[src/rtl/rr_arbiter_8.sv]
// rtl/rr_arbiter_8.sv - round-robin arbiter with registered one-hot grant and bounded hold time
module rr_arbiter_8 #(
    parameter int NUM_REQ = 8,
    parameter int MAX_HOLD = 16,
    localparam int IDX_W = $clog2(NUM_REQ),
    localparam int CNT_W = $clog2(MAX_HOLD + 1)
) (
    input  logic               i_clk,
    input  logic               i_rst,
    input  logic               i_en,
    input  logic [NUM_REQ-1:0] i_req,
    output logic [NUM_REQ-1:0] o_gnt,
    output logic [IDX_W-1:0]   o_gnt_idx,
    output logic               o_gnt_vld,
    output logic               o_timeout
);

    typedef enum logic {
        IDLE  = 1'b0,
        GRANT = 1'b1
    } state_t;

    state_t             state;
    logic [IDX_W-1:0]   ptr;
    logic [CNT_W-1:0]   cnt;

    logic               holder_req;
    logic               expired;
    logic               revoke;
    logic               arbitrate;
    logic [NUM_REQ-1:0] eligible;
    logic               found;
    logic [IDX_W-1:0]   win;
    logic [IDX_W-1:0]   pos;

    assign holder_req = i_req[o_gnt_idx];
    assign expired    = (cnt == CNT_W'(MAX_HOLD));
    assign revoke     = (state == GRANT) && i_en && holder_req && expired;
    assign arbitrate  = i_en && ((state == IDLE) || !holder_req || expired);

    // A holder that timed out is excluded from the re-arbitration it triggered.
    always_comb begin
        eligible = i_req;
        if (revoke) begin
            eligible[o_gnt_idx] = 1'b0;
        end
    end

    // Rotating priority search starting at ptr; index arithmetic wraps since NUM_REQ is a power of 2.
    always_comb begin
        found = 1'b0;
        win   = '0;
        pos   = '0;
        for (int i = 0; i < NUM_REQ; i++) begin
            pos = ptr + IDX_W'(i);
            if (!found && eligible[pos]) begin
                found = 1'b1;
                win   = pos;
            end
        end
    end

    always_ff @(posedge i_clk) begin
        if (i_rst) begin
            state     <= IDLE;
            ptr       <= '0;
            cnt       <= '0;
            o_gnt     <= '0;
            o_gnt_idx <= '0;
            o_gnt_vld <= 1'b0;
            o_timeout <= 1'b0;
        end else begin
            o_timeout <= revoke;
            if (!i_en) begin
                state     <= IDLE;
                o_gnt     <= '0;
                o_gnt_vld <= 1'b0;
            end else if (arbitrate) begin
                if (found) begin
                    state     <= GRANT;
                    o_gnt     <= NUM_REQ'(1) << win;
                    o_gnt_idx <= win;
                    o_gnt_vld <= 1'b1;
                    cnt       <= CNT_W'(1);
                    ptr       <= win + IDX_W'(1);
                end else begin
                    state     <= IDLE;
                    o_gnt     <= '0;
                    o_gnt_vld <= 1'b0;
                end
            end else begin
                cnt <= cnt + CNT_W'(1);
            end
        end
    end

endmodule

[config.mk]
export PLATFORM = sky130hd
export DESIGN_NAME = rr_arbiter_8
export DESIGN_NICKNAME = d
export VERILOG_FILES = /design/src/rtl/rr_arbiter_8.sv
export SDC_FILE = /design/constraint.sdc
export NUM_CORES = 1
export LEC_CHECK = 0
export ABC_AREA = 1
export BUFFER_PORTS_ARGS = -buffer_cell sky130_fd_sc_hd__clkbuf_2
export CORE_ASPECT_RATIO = 1.2
export CORE_MARGIN = 2
export CORE_UTILIZATION = 59
export DETAILED_ROUTE_END_ITERATION = 6
export PLACE_DENSITY = 0.84
export SYNTH_ARGS = -nofsm -noshare
export SYNTH_HDL_FRONTEND = slang
export SYNTH_SLANG_ARGS = --single-unit
[constraint.sdc]
create_clock -name i_clk -period 3.64 [get_ports i_clk]
set_clock_uncertainty 0.15 [all_clocks]
set_input_delay 0.182 -clock i_clk [delete_from_list [all_inputs] [get_ports i_clk]]
set_output_delay 0.182 -clock i_clk [all_outputs]
set_load 0.1 [all_outputs]
# Word level (Yosys, flattened, before mapping)

Cells that the tools add are included.

Add/sub/neg operators: 9
Order comparisons: 10
Equal/unequal tests: 2
Shifts and indexed selects: 1
Multiplexer cells: 41
Bitwise operators: 4
Reductions and logical operators: 25

Operators by type and width:

| cell                  | number |
|---|---|
| $lt A3 B4 Y1 const B  | 9 |
| $bmux W1 S3           | 9 |
| $mux W3               | 8 |
| $mux W1               | 19 |
| $mux W8               | 2 |
| $add A3 B3 Y3 const B | 4 |
| $logic_and A1 B1 Y1   | 12 |
| $mux W5               | 2 |
| $and A8 B8 Y8         | 1 |
| $logic_not A1 Y1      | 8 |
| $not A8 Y8            | 1 |
| $shl A1 B3 Y8 const A | 1 |
| $add A3 B1 Y3 const B | 2 |
| $add A3 B2 Y3 const B | 2 |
| $add A5 B1 Y5 const B | 1 |
| $eq A5 B5 Y1 const B  | 1 |
| $demux W1 S3          | 1 |
| $ge A3 B1 Y1 const B  | 1 |
| $reduce_and A3 Y1     | 1 |
| $logic_or A1 B1 Y1    | 2 |
| $ne A2 B1 Y1 const B  | 1 |
| $not A1 Y1            | 2 |
| $reduce_and A2 Y1     | 1 |
| $reduce_or A2 Y1      | 1 |

Bits in registers: 21
Bits of input ports: 11

# Depth between registers and ports, before layout

Depth after elaboration: 33
Mapped depth: 23
Gate-level depth less buffers: 22

# Worst setup path after synthesis

OpenSTA, ideal clock, no wires.

Kind: register to register
Start: register o_gnt_idx[0]
End: register ptr[2]
Data arrival time: 3186 ps
Required time: 3420 ps
Slack: 234 ps
Cell stages (with the launch flop): 22
Buffers on the path: 1
Cell sequence: dfxtp_1 buf_6 inv_4 nand2_1 nand3_1 nand2_1 inv_2 nand2_8 nand4_2 nand3_1 nand3_1 nand3_2 nand2_4 nor2_8 nand4_4 nor2_8 nand3_1 nor2_1 nor2_2 nor2_1 ha_1 a21oi_1

Cells in the longest elaborated chain, start to end: 32
Elaborated cells between the ends (all ways): 64

Ends and longest elaborated chain:

| element                                                                   | line | source |
|---|---|---|
| start: declaration                                                        | 13   | `output logic [IDX_W-1:0] o_gnt_idx,` |
| start signal: assignment                                                  | 82   | `o_gnt_idx <= win;` |
| $lt A3 B4 Y1 (implied by the code) / $ge A3 B1 Y1 (equally long branches) | 45   | `eligible[o_gnt_idx] = 1'b0;` |
| $logic_and A1 B1 Y1 (implied by the code)                                 | 45   |  |
| $mux W1 (implied by the code)                                             | 45   |  |
| $demux W1 S3                                                              | 45   |  |
| $not A8 Y8 (no source line)                                               | n/a  |  |
| $and A8 B8 Y8 (no source line)                                            | n/a  |  |
| $mux W8                                                                   | 44   | `if (revoke) begin` |
| $bmux W1 S3                                                               | 56   | `if (!found && eligible[pos]) begin` |
| (+16 left out)                                                            | n/a  |  |
| $mux W1                                                                   | 56   |  |
| $logic_not A1 Y1                                                          | 56   |  |
| $logic_and A1 B1 Y1                                                       | 56   |  |
| $mux W1                                                                   | 56   |  |
| $logic_not A1 Y1                                                          | 56   |  |
| $logic_and A1 B1 Y1                                                       | 56   |  |
| $mux W3 / $mux W1 (equally long branches)                                 | 56   |  |
| $add A3 B1 Y3 / $reduce_and A3 Y1 (equally long branches)                 | n/a  |  |
| end signal: assignment                                                    | 85   | `ptr <= win + IDX_W'(1);` |
| end: declaration                                                          | 24   | `logic [IDX_W-1:0] ptr;` |

Several ways; a longest one is shown, not always the timed one. The select of a mux whose other input is x is not followed.
A chain may end at the register's enable or synchronous reset.

# Worst setup path after layout

Start: register cnt[0]
End: register ptr[2]

Cells in the longest elaborated chain, start to end: 28
Elaborated cells between the ends (all ways): 53

Ends and longest elaborated chain:

| element                                                   | line | source |
|---|---|---|
| start: declaration                                        | 25   | `logic [CNT_W-1:0] cnt;` |
| start signal: assignment                                  | 92   | `cnt <= cnt + CNT_W'(1);` |
| $eq A5 B5 Y1 (*)                                          | 37   | `assign expired = (cnt == CNT_W'(MAX_HOLD));` |
| $logic_and A1 B1 Y1                                       | 38   | `assign revoke = (state == GRANT) && i_en && holder_req && expired;` |
| $mux W8                                                   | 44   |  |
| $bmux W1 S3                                               | 56   |  |
| $mux W1 (implied by the code)                             | 56   |  |
| $mux W1                                                   | 56   |  |
| $logic_not A1 Y1                                          | 56   |  |
| $logic_and A1 B1 Y1                                       | 56   |  |
| (+12 left out)                                            | n/a  |  |
| $mux W1                                                   | 56   |  |
| $logic_not A1 Y1                                          | 56   |  |
| $logic_and A1 B1 Y1                                       | 56   |  |
| $mux W1                                                   | 56   |  |
| $logic_not A1 Y1                                          | 56   |  |
| $logic_and A1 B1 Y1                                       | 56   |  |
| $mux W3 / $mux W1 (equally long branches)                 | 56   |  |
| $add A3 B1 Y3 / $reduce_and A3 Y1 (equally long branches) | n/a  |  |

Mark *: on every way between the ends. The rest lies on a longest branch, timed or not. The select of a mux whose other input is x is not followed.

==> flow_metrics.env <==
export IMPL_run_status="finished clean"
export IMPL_postCtsHoldBufs=0
export IMPL_cp_end_kind="register"
export IMPL_ys_warn_count=0
export IMPL_synth_top_cells_by_area="dfxtp_1 21%, nand3_1 16%, nand2_1 9.9%"
export IMPL_detailed_place_hpwl_mm=3.77
export IMPL_final_setup_tns_ps=0
export IMPL_clock_latency_ps=260
export IMPL_postCtsResizedCells=0
export IMPL_firstDrtPassIters=4
export IMPL_h_tree_depth=1
export IMPL_tritoncts_num_sinks=21
export IMPL_power_density_mw_per_mm2=944
export IMPL_cp_max_fo=9
export IMPL_clk_root_buffer_cell="clkbuf_8"
export IMPL_synthDominantAreaCellType="dfxtp_1"
export IMPL_gr_total_overflow=0
export IMPL_synth_top_cells_by_count="64 x nand3_1, 54 x nand2_1, 37 x inv_1"
export IMPL_slew_limit_headroom_pct=64.0
export IMPL_layout_cell_share_with_drive_strength_beyond_1_pct=23.6
export IMPL_floorplan_initialDensity_pct=61.6
export IMPL_areaGrowthSynthToFinish_pct=8.72
export IMPL_period_share_pct=86.9
export IMPL_most_frequent_cell_after_synthesis="nand3_1"
export IMPL_synth_seq_cells=21
export IMPL_grt_pass1_vias=1768
export IMPL_hold_viol_final=0
export IMPL_worstHoldPathType="input pin to register"
export IMPL_post_cts_setup_buffers=0
export IMPL_route_detailed_drc=0
export IMPL_cellLeakagePower_nw=1.18
export IMPL_finalWirelength_mm=4.75
export IMPL_tightest_slew_ps=542
export IMPL_core_area_mm2=0.00331
export IMPL_maxSlewViolCount=0
export IMPL_yosysTopAreaCellShare_pct=20.6
export IMPL_cap_viol_max_count=0
export IMPL_setup_viol=0
export IMPL_avgSynthCellArea_um2=6.60
export IMPL_synthesis_area_mm2=0.00204
export IMPL_cp_data_arrival_time_ps=3200
export IMPL_power_ir_vdd_worst_v=0.000709
export IMPL_synth_enable_flop_cells=0
export IMPL_via_density_per_instance=5.66
export IMPL_grt_setup_unrepaired="no"
export IMPL_die_h_um=68.4
export IMPL_detail_route_antenna_nets=0
export IMPL_period_needed_ps=3160
export IMPL_grt_start_max_net_pins=15
export IMPL_ys_flop_type="dfxtp_1"
export IMPL_wl_per_cell_um=12.9
export IMPL_net_count_after_synthesis=328
export IMPL_gp_congestion=0.903
export IMPL_via_count=2076
export IMPL_design_power_total_w=0.00209
export IMPL_critPathLaunchType="register"
export IMPL_ys_async_sr_fraction_pct=0
export IMPL_first_pass_grt_wire_length_mm=7.58
export IMPL_finalNetCount=350
export IMPL_drt_iter0_drc=173
export IMPL_clk_pin_slew_worst_paths_ps=80
export IMPL_global_route_usage_total_pct=24.1
export IMPL_timing_worst_setup_path_type="register to register"
export IMPL_portBuffers=23
export IMPL_syn_instance_count=309
export IMPL_fp_dieArea_mm2=0.00394
export IMPL_max_clock_buf_depth=2
export IMPL_die_width_um=57.7
export IMPL_tritoncts="done"
export IMPL_cts_made_buffers=3
export IMPL_placement_rows=23
export IMPL_grt_antenna_before_repair=0
export IMPL_antenna_cells_inserted=0
export IMPL_required_ps=3680
export IMPL_top_level_ports=24
export IMPL_yosysSeqAreaShare_pct=20.6
export IMPL_count_of_unique_library_cells_instantiated_by_yosys=34
export IMPL_max_freq_ghz=0.316
-- registers in the layout (all words and copies together), names as in the netlist --
signal     cells
state          1
o_gnt_idx      3
o_gnt          8
cnt            5
ptr            3
o_timeout      1
-- critical path, cell delays in order (launching register included) --
cell,delay [ps]
dfxtp_1,330
inv_1,90
ha_1,170
nand4_2,140
nor2_4,280
nand4_2,160
nand3_1,130
nand3_1,160
nand3_2,140
nand2_2,90
nor2_8,140
nand4_4,120
nor2_8,150
nand3_1,100
nor2_1,130
nor2_2,90
nor2_1,150
ha_1,250
a21oi_1,110
-- report_power, final --
group	switching, W	internal [W]
Combinational	0.00117	0.000449
Clock	0.0000734	0.0000761
Sequential	0.0000540	0.000272
-- stage by stage --
step	setup slack (ps)	hold WS [ps]	cell area [µm²]	instances	utilization [%]
final	478	35.7	2220	367	67.0
after global routing	196	34.6	2220	367	67.0
after CTS	480	27.5	2220	367	67.0
after detailed placement	523	303	2170	363	65.6
after global placement	579	304	2170	363	65.6
after floorplan	234	101	2040	309	-
-- area by class of cell --
class | instances | area (µm²)
Inverter | 46 | 178
Timing Repair Buffer | 26 | 138
Sequential cell | 21 | 420
Clock buffer | 3 | 41.3
Fill cell | 307 | 1090
Multi-Input combinational cell | 233 | 1390
Clock inverter | 1 | 5.00
Tap cell | 37 | 46.3
-- kinds of logic after synthesis --
family | after synthesis | share of synthesized area [%]
adders and majority gates | 8 | 4.91
and+or+nand+nor | 188 | 52.2
AOI/OAI and AO/OA | 33 | 9.27
buffers and inverters | 55 | 11.3
xor gates and xnor gates | 4 | 1.72
DFF | 21 | 20.6
-- layout by cell type (no fill, tap or decap), drive strengths merged --
cell | netlist | layout
o21a | 1 | 1
o31ai | 2 | 2
buf | 5 | 3
xnor2 | 2 | 2
nor4 | 1 | 1
o21ai | 14 | 14
nand3 | 68 | 68
and2 | 1 | 1
ha | 8 | 8
inv | 46 | 46
dfxtp | 21 | 21
nand4 | 16 | 16
nor3 | 1 | 1
nand2 | 64 | 64
clkbuf | 4 | 26
a21oi | 16 | 16
nor3b | 1 | 1
xor2 | 2 | 2
clkinv | 0 | 1
nor2 | 36 | 36
-- path summary, 6_finish.rpt --
kind	startpoint	slack, ps	depth (start not counted)	end
setup / recovery	cnt[0]	480	18	ptr[2]
hold / removal	i_rst	40	2	cnt[4]
setup reg to reg	cnt[0]	480	18	ptr[2]
hold reg to reg	o_gnt[6]	320	2	o_gnt[6]
-- metal layers --
metal / track usage [%] / part of all wire (%) / vias up
met2: 41.9 / 48 / 52
met4: 9.30 / 1.9 / 0
met1: 31.1 / 46 / 939
li1: - / - / 1073
met3: 1.32 / 4.2 / 12
met5: 0 / 0 / -
No activity file was read; power rests on OpenSTA's default activity.
